## config.mk

```make
export PLATFORM = sky130hd
export DESIGN_NAME = regfile_multiport_flat
export DESIGN_NICKNAME = d
export VERILOG_FILES = /design/src/rtl/regfile_pkg.sv /design/src/rtl/regfile_multiport_if.sv /design/src/rtl/regfile_clear_fsm.sv /design/src/rtl/regfile_multiport.sv /design/src/flat_wrapper.sv
export SDC_FILE = /design/constraint.sdc
export NUM_CORES = 1
export LEC_CHECK = 0
export BUFFER_PORTS_ARGS = -buffer_cell sky130_fd_sc_hd__buf_2
export CAP_MARGIN = 15
export CORE_MARGIN = 2
export CORE_UTILIZATION = 52
export CTS_BUF_LIST = sky130_fd_sc_hd__clkbuf_8
export CTS_CLUSTER_SIZE = 24
export DETAILED_ROUTE_END_ITERATION = 10
export PLACE_DENSITY = 0.78
export SETUP_SLACK_MARGIN = 0.4
export SLEW_MARGIN = 5
export SYNTH_ARGS = -nofsm -noshare
export SYNTH_HDL_FRONTEND = slang
export SYNTH_SLANG_ARGS = --single-unit
```

## constraint.sdc

```tcl
create_clock -name clk -period 5.93 [get_ports clk]
set_input_delay 0.593 -clock clk [delete_from_list [all_inputs] [get_ports clk]]
set_output_delay 0.593 -clock clk [all_outputs]
set_load 0.05 [all_outputs]
```

## src/rtl/regfile_pkg.sv

```systemverilog
// rtl/regfile_pkg.sv - shared types, default widths and port-slice helper for the multiport register file
package regfile_pkg;

    typedef enum logic [0:0] {
        IDLE  = 1'b0,
        CLEAR = 1'b1
    } rf_state_t;

    localparam int DEF_DATA_W = 32;
    localparam int DEF_ADDR_W = 4;

    function automatic int portOffset(input int port, input int width);
        return port * width;
    endfunction

endpackage

```

## src/rtl/regfile_multiport_if.sv

```systemverilog
// rtl/regfile_multiport_if.sv - register file access bus: clear request, write port, read ports, external slot
interface regfile_multiport_if #(
    parameter int DATA_W = 32,
    parameter int ADDR_W = 4,
    parameter int NUM_RD = 2
) ();
    logic                     clear_req;
    logic                     busy;
    logic                     we;
    logic [ADDR_W-1:0]        waddr;
    logic [DATA_W-1:0]        wdata;
    logic [DATA_W-1:0]        ext_data;
    logic [NUM_RD*ADDR_W-1:0] raddr;
    logic [NUM_RD*DATA_W-1:0] rdata;

    modport master (
        output clear_req, we, waddr, wdata, ext_data, raddr,
        input  busy, rdata
    );

    modport slave (
        input  clear_req, we, waddr, wdata, ext_data, raddr,
        output busy, rdata
    );
endinterface

```

## src/rtl/regfile_clear_fsm.sv

```systemverilog
// rtl/regfile_clear_fsm.sv - sequential clear engine; walks every entry once after reset or clear_req
module regfile_clear_fsm
    import regfile_pkg::*;
#(
    parameter int ADDR_W = DEF_ADDR_W
) (
    input  logic              clk,
    input  logic              rst,
    input  logic              clear_req,
    output logic              busy,
    output logic              clr_we,
    output logic [ADDR_W-1:0] clr_addr
);
    localparam logic [ADDR_W-1:0] LAST = '1;

    rf_state_t         state, stateNext;
    logic [ADDR_W-1:0] clr_cnt, clrCntNext;

    always_ff @(posedge clk) begin
        if (rst) begin
            state   <= CLEAR;
            clr_cnt <= '0;
        end else begin
            state   <= stateNext;
            clr_cnt <= clrCntNext;
        end
    end

    // The counter holds at LAST on exit; it is reloaded on the next clear request.
    always_comb begin
        stateNext  = state;
        clrCntNext = clr_cnt;
        case (state)
            IDLE: begin
                if (clear_req) begin
                    stateNext  = CLEAR;
                    clrCntNext = '0;
                end
            end
            CLEAR: begin
                if (clr_cnt == LAST) stateNext = IDLE;
                else                 clrCntNext = clr_cnt + 1'b1;
            end
            default: stateNext = IDLE;
        endcase
    end

    always_comb begin
        busy     = (state == CLEAR);
        clr_we   = (state == CLEAR);
        clr_addr = clr_cnt;
    end

endmodule

```

## src/rtl/regfile_multiport.sv

```systemverilog
// rtl/regfile_multiport.sv - NUM_RD-read/1-write register file with external slot; REGFILE_BYPASS_EN selects write-first reads
module regfile_multiport
    import regfile_pkg::*;
#(
    parameter int DATA_W  = DEF_DATA_W,
    parameter int ADDR_W  = DEF_ADDR_W,
    parameter int NUM_RD  = 2,
    parameter int EXT_REG = 9
) (
    input logic                clk,
    input logic                rst,
    regfile_multiport_if.slave bus
);
    localparam int                DEPTH    = 2 ** ADDR_W;
    localparam logic [ADDR_W-1:0] EXT_ADDR = ADDR_W'(EXT_REG);

    logic [DATA_W-1:0] mem [DEPTH];
    logic              busy;
    logic              clr_we;
    logic [ADDR_W-1:0] clr_addr;
    logic              wrAccept;
    logic [ADDR_W-1:0] raddrA [NUM_RD];
    logic [DATA_W-1:0] rdNext [NUM_RD];
    logic [DATA_W-1:0] rdQ    [NUM_RD];

    regfile_clear_fsm #(.ADDR_W(ADDR_W)) u_clear_fsm (
        .clk       (clk),
        .rst       (rst),
        .clear_req (bus.clear_req),
        .busy      (busy),
        .clr_we    (clr_we),
        .clr_addr  (clr_addr)
    );

    assign bus.busy = busy;
    assign wrAccept = bus.we && !busy && !rst && (bus.waddr != EXT_ADDR);

    always_ff @(posedge clk) begin
        if (clr_we)        mem[clr_addr]  <= '0;
        else if (wrAccept) mem[bus.waddr] <= bus.wdata;
    end

    // The external slot always wins, so a write-first bypass can never shadow it.
    always_comb begin
        for (int i = 0; i < NUM_RD; i++) begin
            raddrA[i] = bus.raddr[portOffset(i, ADDR_W) +: ADDR_W];
            if (raddrA[i] == EXT_ADDR)
                rdNext[i] = bus.ext_data;
`ifdef REGFILE_BYPASS_EN
            else if (wrAccept && (raddrA[i] == bus.waddr))
                rdNext[i] = bus.wdata;
`endif
            else
                rdNext[i] = mem[raddrA[i]];
        end
    end

    always_ff @(posedge clk) begin
        for (int i = 0; i < NUM_RD; i++) begin
            if (rst || busy) rdQ[i] <= '0;
            else             rdQ[i] <= rdNext[i];
        end
    end

    always_comb begin
        bus.rdata = '0;
        for (int i = 0; i < NUM_RD; i++)
            bus.rdata[portOffset(i, DATA_W) +: DATA_W] = rdQ[i];
    end

endmodule

```

## src/flat_wrapper.sv

```systemverilog
// flat-port wrapper written by rule: the top's interface ports become plain ports
module regfile_multiport_flat import regfile_pkg::*;
#(
    parameter int DATA_W  = DEF_DATA_W,
    parameter int ADDR_W  = DEF_ADDR_W,
    parameter int NUM_RD  = 2,
    parameter int EXT_REG = 9
)
  (clk, rst, bus_clear_req, bus_we, bus_waddr, bus_wdata, bus_ext_data, bus_raddr, bus_busy, bus_rdata);
  regfile_multiport_if #(.DATA_W(DATA_W), .ADDR_W(ADDR_W), .NUM_RD(NUM_RD)) bus_i ();
  input logic clk;
  input logic rst;
  input wire logic [$bits(bus_i.clear_req)-1:0] bus_clear_req;
  input wire logic [$bits(bus_i.we)-1:0] bus_we;
  input wire logic [$bits(bus_i.waddr)-1:0] bus_waddr;
  input wire logic [$bits(bus_i.wdata)-1:0] bus_wdata;
  input wire logic [$bits(bus_i.ext_data)-1:0] bus_ext_data;
  input wire logic [$bits(bus_i.raddr)-1:0] bus_raddr;
  output wire logic [$bits(bus_i.busy)-1:0] bus_busy;
  output wire logic [$bits(bus_i.rdata)-1:0] bus_rdata;
  assign bus_i.clear_req = bus_clear_req;
  assign bus_i.we = bus_we;
  assign bus_i.waddr = bus_waddr;
  assign bus_i.wdata = bus_wdata;
  assign bus_i.ext_data = bus_ext_data;
  assign bus_i.raddr = bus_raddr;
  assign bus_busy = bus_i.busy;
  assign bus_rdata = bus_i.rdata;
  regfile_multiport #(.DATA_W(DATA_W), .ADDR_W(ADDR_W), .NUM_RD(NUM_RD), .EXT_REG(EXT_REG)) u_core (.clk(clk), .rst(rst), .bus(bus_i));
endmodule
```

# == After elaboration in Yosys (flattened, before gate mapping) ==
# Memories as Yosys holds them, arrays and structs flattened.
# Cells that the tools add are included.
# word_totals
register_bits,5
ram_bits,576
in_bits,80
out_inout_bits,65
wordCells,43
memories,2
# memory_table
memory,words,word_bits,read_ports,rd_clocked_by_memory_dff,wr,line_no,rtl
u_core.mem,16,32,2,0,1,regfile_multiport.sv:17,logic [DATA_W-1:0] mem [DEPTH];
u_core.rdQ,2,32,2,0,2,regfile_multiport.sv:24,logic [DATA_W-1:0] rdQ [NUM_RD];
# classes
addsub,1
eq_ne,6
mux,21
bitwise_logic,3
n_reduce_logical,8
# op_table
operator,n
$mux 32,5
$reduce_or 32->1,1
$eq 4x4->1 const B,3
$mux 4,3
$mux 1,11
$pmux 4 s2,1
$add 4x1->4 const B,1
$ne 2x2->1 const B,2
$ne 4x4->1 const B,1
$logic_and 1x1->1,3
$logic_not 1->1,2
$or 1x1->1,2
$pmux 1 s2,1
$reduce_and 2->1,1
$logic_or 1x1->1,1
$not 1->1,1

# == Longest topological paths before layout ==
# Gate-level depths: netlist of run 1.
# logic_depth
depth_word,9
mapped_depth,8
mapped_depth_nobuf,5

# == Hierarchy ==
# A second synthesis of run 1 with hierarchy kept.
# unflattened
hier_cells,1707
area_unflattened_um2,24932.7
# modules_own_cells
module,n_inst,cells_per_inst,area_each_um2,seq_area_each_um2
regfile_multiport,1,1682,24693.7,15695.1
regfile_clear_fsm,1,25,239.0,100.1

# == Least setup slack after synthesis of run 1 ==
# OpenSTA, ideal clock, no wires.
# synth_path
path_type,register to register
start,register u_core.u_clear_fsm.state (netlist: u_core.u_clear_fsm.busy)
end,memory u_core.mem[0][0] (enable)
setup_time_ps,432
arrival_time_ps,3115
required_ps,5498
path_slack_ps,2384
stages_incl_launch_ff,6
path_buffers,1
synth_period_minus_slack_ps,3546
path_cell_list,dfxtp_1 or3b_1 clkbuf_1 a21oi_2 or3_1 a21oi_1
# synth_via
elab_chain_len,9
word_cells_on_any_way,12
cone_classes,mux: 7; reduce/logical: 5
# synth_lines
item,line_no,rtl
start: declaration,regfile_clear_fsm.sv:16,"rf_state_t state, stateNext;"
start signal: assignment,regfile_clear_fsm.sv:24,state <= stateNext;
$logic_not 1->1,regfile_multiport.sv:36,assign wrAccept = bus.we && !busy && !rst && (bus.waddr != EXT_ADDR);
$logic_and 1x1->1 (3 in a row),regfile_multiport.sv:36,
$mux 1,regfile_multiport.sv:40,else if (wrAccept) mem[bus.waddr] <= bus.wdata;
$mux 1,regfile_multiport.sv:39,if (clr_we) mem[clr_addr] <= '0;
$mux 1 (not written as such),regfile_multiport.sv:40,
$reduce_or 32->1 (no line),-,
$mux 4 (no line) / $mux 1 (equally long branches),-,
end: declaration,regfile_multiport.sv:17,
# Parallel ways exist; a longest one is shown, timed or not.

# == Worst setup path after layout of run 1 ==
# layout_path
start,register u_core.u_clear_fsm.state (netlist: u_core.u_clear_fsm.busy)
end,memory u_core.mem[7][31] (enable)
# The elaborated chain is that of the path after synthesis.

==> run summary, run 1 <==
critical path's top delay family - simple AND/OR/NAND/NOR gates
largest net degree at the start of global routing - 136
initial core utilization - 0.528
crit path buf inv count - 1
clock buffer depth - 3
nets - 1,744
final-report hold violation count - 0
ys async rst share - 0
H-tree depth - 3
layout cell share with drive strength beyond 1 - 0.290
Largest stage delay, worst path - 0.72 ns
combinational group share of total power - 0.067
Leakage - 0.00929 µW
Worst EP required - 6.30 ns
most common flop cell mapped by yosys - edfxtp_1
DRC violation total after the first TritonRoute iteration - 1,882
Clk pin slew, worst setup/hold paths - 0.07 ns
Tightest Pin Transition - 1.22 ns
Hold Buf Count CTS - 0
DRC - 0
Crit Path Class - flip-flop to flip-flop
clk sinks - 581
Clock Tree Root - clkbuf_8
global-route wire length before repair - 98,600 µm
Core Box Area - 49,100 µm²
NetSw - 1960 µW
Vias/cell - 6.56
Yosys reg bits - 581
port bufs - 144
fmax - 0.278 GHz
Distinct cells, synth - 43
antenna violation net count after detailed routing - 0
die area - 51,600 µm²
Hold WC Path Type - primary input to flip-flop
Critical Path Start Type - flip-flop
num ports - 145
wirelength, routed - 67,400 µm
Vias - 15,800
Post-Place Setup Slack - 2.09 ns
final design utilization - 0.593
Finished Cell Area - 29,100 µm²
Sequential Power Share - 0.540
Internal - 6410 µW
Area Overhead vs Synth - 12.3%
Max VDD drop - 0.000158 V
Vert. Die Dim - 227 µm
# rows - 81
worst-path cell chain - or3b_1 > a21oi_4 > mux2_2 > nor2_4 > buf_4
Worst slew margin - 0.188
PD cells - 287 nW/µm²
Post-synth EDFFs - 512
total track usage - 0.265
Tcrit/Tclk final - 0.607
clock skew - 0.0346 ns
grt ovf - 0
DR WL/cell - 28.0 µm
CP endpoint kind - flip-flop
post-cts resize count - 0
Tmin final - 3.60 ns
RSZ-0062 raised after global routing - no
Post-Syn Instances - 1,515
Total Neg Setup Slack - 0 ns
Worst-Skew Late Latency - 0.70 ns
switching share of power - 0.234
Die Width - 227 µm
Max Cap Viol - 0
GPL Wtd Cong - 0.813
initial antenna violation count - 3
status - completed
final worst setup slack - 2.33 ns
Crit Path Max Fanout - 22
Pre-Repair DR Iteration Count - 6
sequential fraction of the synthesis area - 0.647
arrival time at the worst endpoint - 3.97 ns
post-DP HPWL - 38,700 µm
Clk pwr share - 0.392
Cell Area, Synth - 25,900 µm²
vias in the first global route - 15,900
Net Count, Synth - 1,596
max-slew violation count - 0
slowest cell on the critical path - nor2_4
DP Area - 27,300 µm²
Post-CTS Setup Bufs - 0
Avg Inst Size Synth - 17.1 µm²
Setup Viol. Count Final - 0
Ys Warns - 0
CTS buffer count - 91
CTS tree - done
[power groups by stage]
stage | registers (µW) | clock network (µW) | logic, µW
2_1_floorplan | 4590 | 0 | 393
3_3_place_gp | 4600 | 0 | 550
3_5_place_dp | 4600 | 0 | 559
4_1_cts | 4520 | 3310 | 561
5_1_grt | 4520 | 3480 | 594
6_report | 4520 | 3280 | 564
[cell families after synthesis]
logic type                 Yosys count  synth area share
and+or+nand+nor                    181            0.0353
adders and majority gates            1          0.000483
AOI/OAI and AO/OA                  274            0.0741
buffers and inverters              123            0.0241
muxes                              355             0.220
DFF                                581             0.647
[per-layer routing]
layer | wire, µm | vias to the layer above | global-route usage
met5 | 0 | - | 0
met2 | 31800 | 1066 | 0.409
li1 | - | 6565 | -
met4 | 2600 | 0 | 0.129
met3 | 7700 | 164 | 0.0674
met1 | 25300 | 8003 | 0.356
[final cells by class]
cell class | count | area, µm²
Antenna cell | 4 | 10.0
Clock buffer | 99 | 1360
Clock inverter | 71 | 414
Fill cell | 3629 | 19900
Inverter | 3 | 11.3
Multi-Input combinational cell | 811 | 8700
Sequential cell | 581 | 16800
Tap cell | 664 | 831
Timing Repair Buffer | 175 | 1020
[Yosys cell counts, types with 4 or more instances]
library cell | count | share of area
a211oi_1 | 64 | 0.019
a21oi_1 | 6 | 0.0012
a221o_1 | 32 | 0.012
a31oi_1 | 4 | 0.00097
and2_1 | 32 | 0.0077
buf_1 | 7 | 0.0010
buf_2 | 55 | 0.011
clkbuf_1 | 49 | 0.0071
dfxtp_1 | 69 | 0.053
edfxtp_1 | 512 | 0.59
mux2_1 | 79 | 0.034
mux2_2 | 19 | 0.0083
mux2i_1 | 97 | 0.037
mux4_2 | 157 | 0.14
nand2_1 | 37 | 0.0054
nand2b_1 | 4 | 0.00097
nand3_1 | 4 | 0.00077
nor2_1 | 52 | 0.0075
nor2b_1 | 35 | 0.0084
nor3b_1 | 4 | 0.0012
o21a_1 | 32 | 0.0093
o21ai_0 | 33 | 0.0064
o22ai_1 | 96 | 0.023
or3_1 | 4 | 0.00097
[placed cells by master (no fill, tap or decap), types with 3 or more instances in the layout]
cell / Yosys / final
nand2_1: 37 / 36
mux2_1: 79 / 79
a21oi_4: 0 / 3
edfxtp_1: 512 / 512
inv_1: 3 / 27
nor2_1: 52 / 38
clkinv_1: 0 / 18
buf_4: 2 / 31
dfxtp_1: 69 / 69
mux4_2: 157 / 157
mux2_2: 19 / 19
or3_1: 4 / 3
a31oi_1: 4 / 4
nand3_1: 4 / 4
nor2_4: 0 / 14
nor2b_1: 35 / 34
o21ai_0: 33 / 33
mux4_1: 3 / 3
nand2b_1: 4 / 3
a21oi_1: 6 / 4
bufinv_16: 0 / 3
clkinv_2: 0 / 19
a211oi_1: 64 / 64
a221o_1: 32 / 32
diode_2: 0 / 4
o22ai_1: 96 / 96
o21a_1: 32 / 32
clkbuf_8: 0 / 100
and2_1: 32 / 32
buf_2: 55 / 139
mux2i_1: 97 / 97
[sequential cells by signal, indices dropped and copies added (netlist names)]
| register | flops |
|---|---|
| u_core.mem | 512 |
| u_core.u_clear_fsm.clr_addr | 4 |
| u_core.u_clear_fsm.busy | 1 |
| u_core.rdQ | 64 |
[worst register-to-register path: cells and delay by family, from the launching register on]
family	cells	cell delay [ns]
compound gates	1	0.64
buf+inv	1	0.39
flops	1	0.46
mux	1	0.52
simple gates	2	1.29
[stage by stage]
step | hold WS [ns] | total power (µW) | cells
global route | 0.139 | 8600 | 2407
detailed placement | 0.578 | 5160 | 2234
finish | 0.130 | 8370 | 2408
global placement | 0.564 | 5150 | 2233
floorplan | 0.548 | 4980 | 1515
CTS | 0.102 | 8390 | 2404
[worst paths after layout]
kind	cells past startpoint	start	slack, ns	to
setup reg to reg	5	u_core.u_clear_fsm.busy	2.33	u_core.mem[7][31]
hold reg to reg	2	u_core.u_clear_fsm.clr_addr[3]	0.59	u_core.u_clear_fsm.clr_addr[3]
hold / removal	2	bus_ext_data[22]	0.13	u_core.rdQ[1][22]
setup / recovery	5	u_core.u_clear_fsm.busy	2.33	u_core.mem[7][31]
Power figures use the tool's default switching activity.
==> run 2, diff against run 1 <==
clock period = 3.77 ns   (was 5.93 ns; I/O delays follow)
==> run summary, run 2 (synthesized netlist as in run 1, its figures left out) <==
status - completed
Biggest register - u_core.mem
Vias - 16,200
Setup Viol. Count Final - 0
Die Width - 227 µm
max reg flops - 512
Hold WC Path Type - primary input to flip-flop
post-DP HPWL - 41,400 µm
max-slew violation count - 0
Core Box Area - 49,100 µm²
Tmin final - 2.95 ns
Tcrit/Tclk final - 0.782
critical path's top delay family - simple AND/OR/NAND/NOR gates
Worst EP required - 4.11 ns
Tot Pwr - 13,100 µW
commonest cells after routing, fill and taps aside - edfxtp_1, mux4_2, buf_2
initial antenna violation count - 1
global-route wire length before repair - 102,000 µm
Total Neg Setup Slack - 0 ns
# rows - 81
num ports - 145
Post-CTS Setup Bufs - 0
Vert. Die Dim - 227 µm
die area - 51,600 µm²
Worst-Skew Late Latency - 0.67 ns
nets - 1,789
antenna violation net count after detailed routing - 0
port bufs - 144
initial core utilization - 0.528
largest net degree at the start of global routing - 95
CTS tree - done
crit path buf inv count - 1
slowest cell on the critical path - nor2_4
PD cells - 444 nW/µm²
Tightest Pin Transition - 1.23 ns
clock buffer depth - 3
final-report hold violation count - 0
clk sinks - 581
worst-path cell chain - or3b_1 > nor2_1 > a22oi_1 > nor2_4 > buf_4
Min Hold Slack - 0.0149 ns
total track usage - 0.274
Clock Tree Root - clkbuf_8
Worst slew margin - 0.177
RSZ-0062 raised after global routing - no
Max Cap Viol - 0
GPL Wtd Cong - 0.876
arrival time at the worst endpoint - 3.29 ns
CP endpoint kind - flip-flop
Clk pin slew, worst setup/hold paths - 0.06 ns
Finished Cell Area - 29,500 µm²
fmax - 0.339 GHz
wirelength, routed - 69,800 µm
DR WL/cell - 28.5 µm
layout cell share with drive strength beyond 1 - 0.293
grt ovf - 0
Largest stage delay, worst path - 0.88 ns
Pre-Repair DR Iteration Count - 5
Critical Path Start Type - flip-flop
Crit Path Class - flip-flop to flip-flop
Vias/cell - 6.61
final design utilization - 0.602
vias in the first global route - 16,300
DP Area - 27,500 µm²
clock skew - 0.0282 ns
H-tree depth - 3
fillcell total - 3,521
most common cell after layout, fill and taps aside - edfxtp_1
Crit Path Max Fanout - 21
DRC - 0
Area Overhead vs Synth - 13.9%
CTS buffer count - 90
DRC violation total after the first TritonRoute iteration - 2,106
Max VDD drop - 0.000224 V
Leakage - 0.00950 µW
==> run 2: cell count changes in the layout (fill, tap and decap cells not counted) <==
cell,change
buf_16,-1
buf_12,+6
clkinv_1,-2
clkinv_8,-1
diode_2,-1
inv_6,+1
dlygate4sd3_1,+23
clkinv_2,-5
inv_8,-2
clkinvlp_4,+1
inv_1,+5
buf_4,+18
==> run 2: metrics by stage <==
| step | setup WS (ns) | std cells |
|---|---|---|
| floorplan | 0.250 | 1515 |
| global placement | 0.736 | 2257 |
| detailed placement | 0.694 | 2257 |
| CTS | 0.870 | 2447 |
| global route | 0.737 | 2447 |
| finish | 0.821 | 2450 |
==> run 2: worst paths after layout <==
| kind | startpoint | endpoint | slack (ns) | cells after the start |
|---|---|---|---|---|
| worst min register to register | u_core.u_clear_fsm.clr_addr[3] | u_core.u_clear_fsm.clr_addr[3] | 0.61 | 2 |
| worst max-delay path | u_core.u_clear_fsm.busy | u_core.mem[6][8] | 0.82 | 5 |
| worst max register to register | u_core.u_clear_fsm.busy | u_core.mem[6][8] | 0.82 | 5 |
| worst min-delay path | bus_ext_data[14] | u_core.rdQ[1][14] | 0.01 | 2 |
==> run 2: layout make-up <==
| class | count | area (µm²) | area share |
|---|---|---|---|
| Sequential cell | 581 | 16800 | 0.567 |
| Multi-Input combinational cell | 811 | 8700 | 0.295 |
| Timing Repair Buffer | 221 | 1480 | 0.0501 |
| Clock buffer | 99 | 1360 | 0.0461 |
| Tap cell | 664 | 831 | 0.0281 |
| Clock inverter | 68 | 378 | 0.0128 |
| Inverter | 3 | 11.3 | 0.000381 |
| Antenna cell | 3 | 7.51 | 0.000254 |
==> run 2: layer usage <==
layer	routed length, µm	global-route usage	share of wire	vias to the layer above
met5	0	0	0	-
met1	26600	0.378	0.38	8198
met2	33000	0.429	0.47	1157
met3	7750	0.0516	0.11	182
li1	-	-	-	6650
met4	2470	0.121	0.035	0
==> run 2: repair_timing <==
item,4_1_cts,5_1_grt
endpoints found under the hold margin,23,0
hold buffers,23,0
setup endpoints to repair,0,0
resized for setup,0,0
==> run 2: power by group <==
part	internal (µW)	leakage [µW]	switching [µW]
registers	7050	0.00476	64.9
clock network	2630	0.00100	2450
logic	410	0.00373	510
==> run 2: worst register-to-register path: stages (launching register included) <==
cell	delay, ns
dfxtp_1	0.31
or3b_1	0.51
nor2_1	0.22
a22oi_1	0.28
nor2_4	0.88
buf_4	0.43
==> run 3, diff against run 2 <==
PLACE_DENSITY = 0.8   (was 0.78)
clock period = 2.45 ns   (was 3.77 ns; I/O delays follow)
==> run summary, run 3 (synthesized netlist as in run 1, its figures left out) <==
status - finished with violations
failing checks - negative hold slack
Tcrit/Tclk final - 0.931
port bufs - 144
post-DP HPWL - 44,300 µm
RSZ-0062 raised after global routing - yes
CP endpoint kind - flip-flop
Critical Path Start Type - flip-flop
max reg flops - 512
commonest cells after routing, fill and taps aside - edfxtp_1, mux4_2, buf_2
DP Area - 28,300 µm²
Tmin final - 2.28 ns
Total Neg Setup Slack - 0 ns
die area - 51,600 µm²
Hold WC Path Type - primary input to flip-flop
DRC - 0
Pre-Repair DR Iteration Count - 9
max-slew violation count - 0
Tightest Pin Transition - 0.751 ns
vias in the first global route - 17,100
PD cells - 647 nW/µm²
Area Overhead vs Synth - 25.4%
CTS tree - done
clock skew - 0.0335 ns
Setup Viol. Count Final - 0
clk sinks - 581
Vert. Die Dim - 227 µm
Worst slew margin - 0.500
nets - 1,954
num ports - 145
final-report hold violation count - 36
Worst-Skew Late Latency - 0.70 ns
antenna violation net count after detailed routing - 0
Die Width - 227 µm
Min Hold Slack - -0.0270 ns
Max VDD drop - 0.000426 V
# rows - 81
Clk pin slew, worst setup/hold paths - 0.07 ns
CTS buffer count - 93
H-tree depth - 3
initial core utilization - 0.528
fmax - 0.438 GHz
Vias - 18,300
Vias/cell - 6.98
clock buffer depth - 3
Biggest register - u_core.mem
Clock Tree Root - clkbuf_8
layout cell share with drive strength beyond 1 - 0.363
total track usage - 0.286
fillcell total - 3,111
grt ovf - 0
Crit Path Class - flip-flop to flip-flop
largest net degree at the start of global routing - 97
Finished Cell Area - 32,500 µm²
wirelength, routed - 85,600 µm
Max Cap Viol - 0
Crit Path Max Fanout - 16
global-route wire length before repair - 106,000 µm
most common cell after layout, fill and taps aside - edfxtp_1
Core Box Area - 49,100 µm²
Leakage - 0.0109 µW
arrival time at the worst endpoint - 2.65 ns
DRC violation total after the first TritonRoute iteration - 3,206
GPL Wtd Cong - 0.836
DR WL/cell - 32.7 µm
Worst EP required - 2.81 ns
initial antenna violation count - 2
-- run 3: changes by cell type in the layout (fill, tap and decap cells not counted), sizes merged --
| cell | previous run | this run |
|---|---|---|
| buf | 197 | 320 |
| diode | 3 | 1 |
| clkinvlp | 3 | 4 |
| bufbuf | 0 | 1 |
| dlygate4sd3 | 23 | 35 |
| inv | 35 | 45 |
| clkbuf | 100 | 133 |
| clkinv | 30 | 20 |
-- run 3: worst max-delay path: stages (launching register included) --
cell and delay [ns]:
dfxtp_4 0.34, or3b_4 0.43, a21oi_4 0.20, buf_6 0.14, buf_6 0.09, a31oi_4 0.14, nor2_4 0.33, buf_12 0.23
-- run 3: metal layers --
layer / track usage / up-vias / routed length [µm]
li1: - / 6995 / -
met1: 0.371 / 9028 / 27200
met2: 0.464 / 1851 / 40100
met3: 0.0632 / 386 / 12300
met4: 0.133 / 4 / 5890
met5: 0 / - / 86
-- run 3: worst paths after layout --
path	slack [ns]	cells past startpoint	end	from
setup / recovery	0.17	7	u_core.mem[15][14]	u_core.u_clear_fsm.busy
hold / removal	-0.03	2	u_core.mem[7][2]	bus_wdata[2]
setup reg to reg	0.17	7	u_core.mem[15][14]	u_core.u_clear_fsm.busy
hold reg to reg	0.61	2	u_core.u_clear_fsm.clr_addr[1]	u_core.u_clear_fsm.clr_addr[1]
-- run 3: layout make-up --
type                    count  area [µm²]  area share
flip-flops and latches    581       16800       0.516
multi-input cells         811        8860       0.273
repair buffers            383        4220       0.130
clock buffers             106        1460      0.0449
well taps                 664         831      0.0256
clock inverters            69         365      0.0112
inverters                   3        11.3    0.000346
diodes                      1        2.50   0.0000770
-- run 3: power breakdown --
| group | leakage (µW) | switching, µW | internal (µW) | total, µW |
|---|---|---|---|---|
| sequential | 0.00476 | 117 | 10800 | 11000 |
| clock | 0.00107 | 3970 | 4270 | 8230 |
| combinational | 0.00502 | 964 | 887 | 1850 |
| total | 0.0109 | 5050 | 16000 | 21000 |
-- run 3: through the flow --
| stage | setup WS (ns) | util | cells | total power (µW) |
|---|---|---|---|---|
| 6_report | 0.168 | 0.663 | 2618 | 21000 |
| 5_1_grt | 0.133 | 0.663 | 2618 | 21500 |
| 2_1_floorplan | 0.0458 | - | 1515 | 12100 |
| 4_1_cts | 0.273 | 0.634 | 2558 | 20600 |
| 3_5_place_dp | 0.0385 | 0.577 | 2313 | 12600 |
| 3_3_place_gp | 0.0785 | 0.577 | 2313 | 12600 |
-- run 3: what timing repair did --
action                     in CTS  in global routing
hold buffers                   35                  0
gates resized for setup        45                 88
hold endpoints to repair       62                  0
pin swaps                       6                 10
gates cloned                    8                 36
setup endpoints to repair     892                899
buffers inserted               27                 23
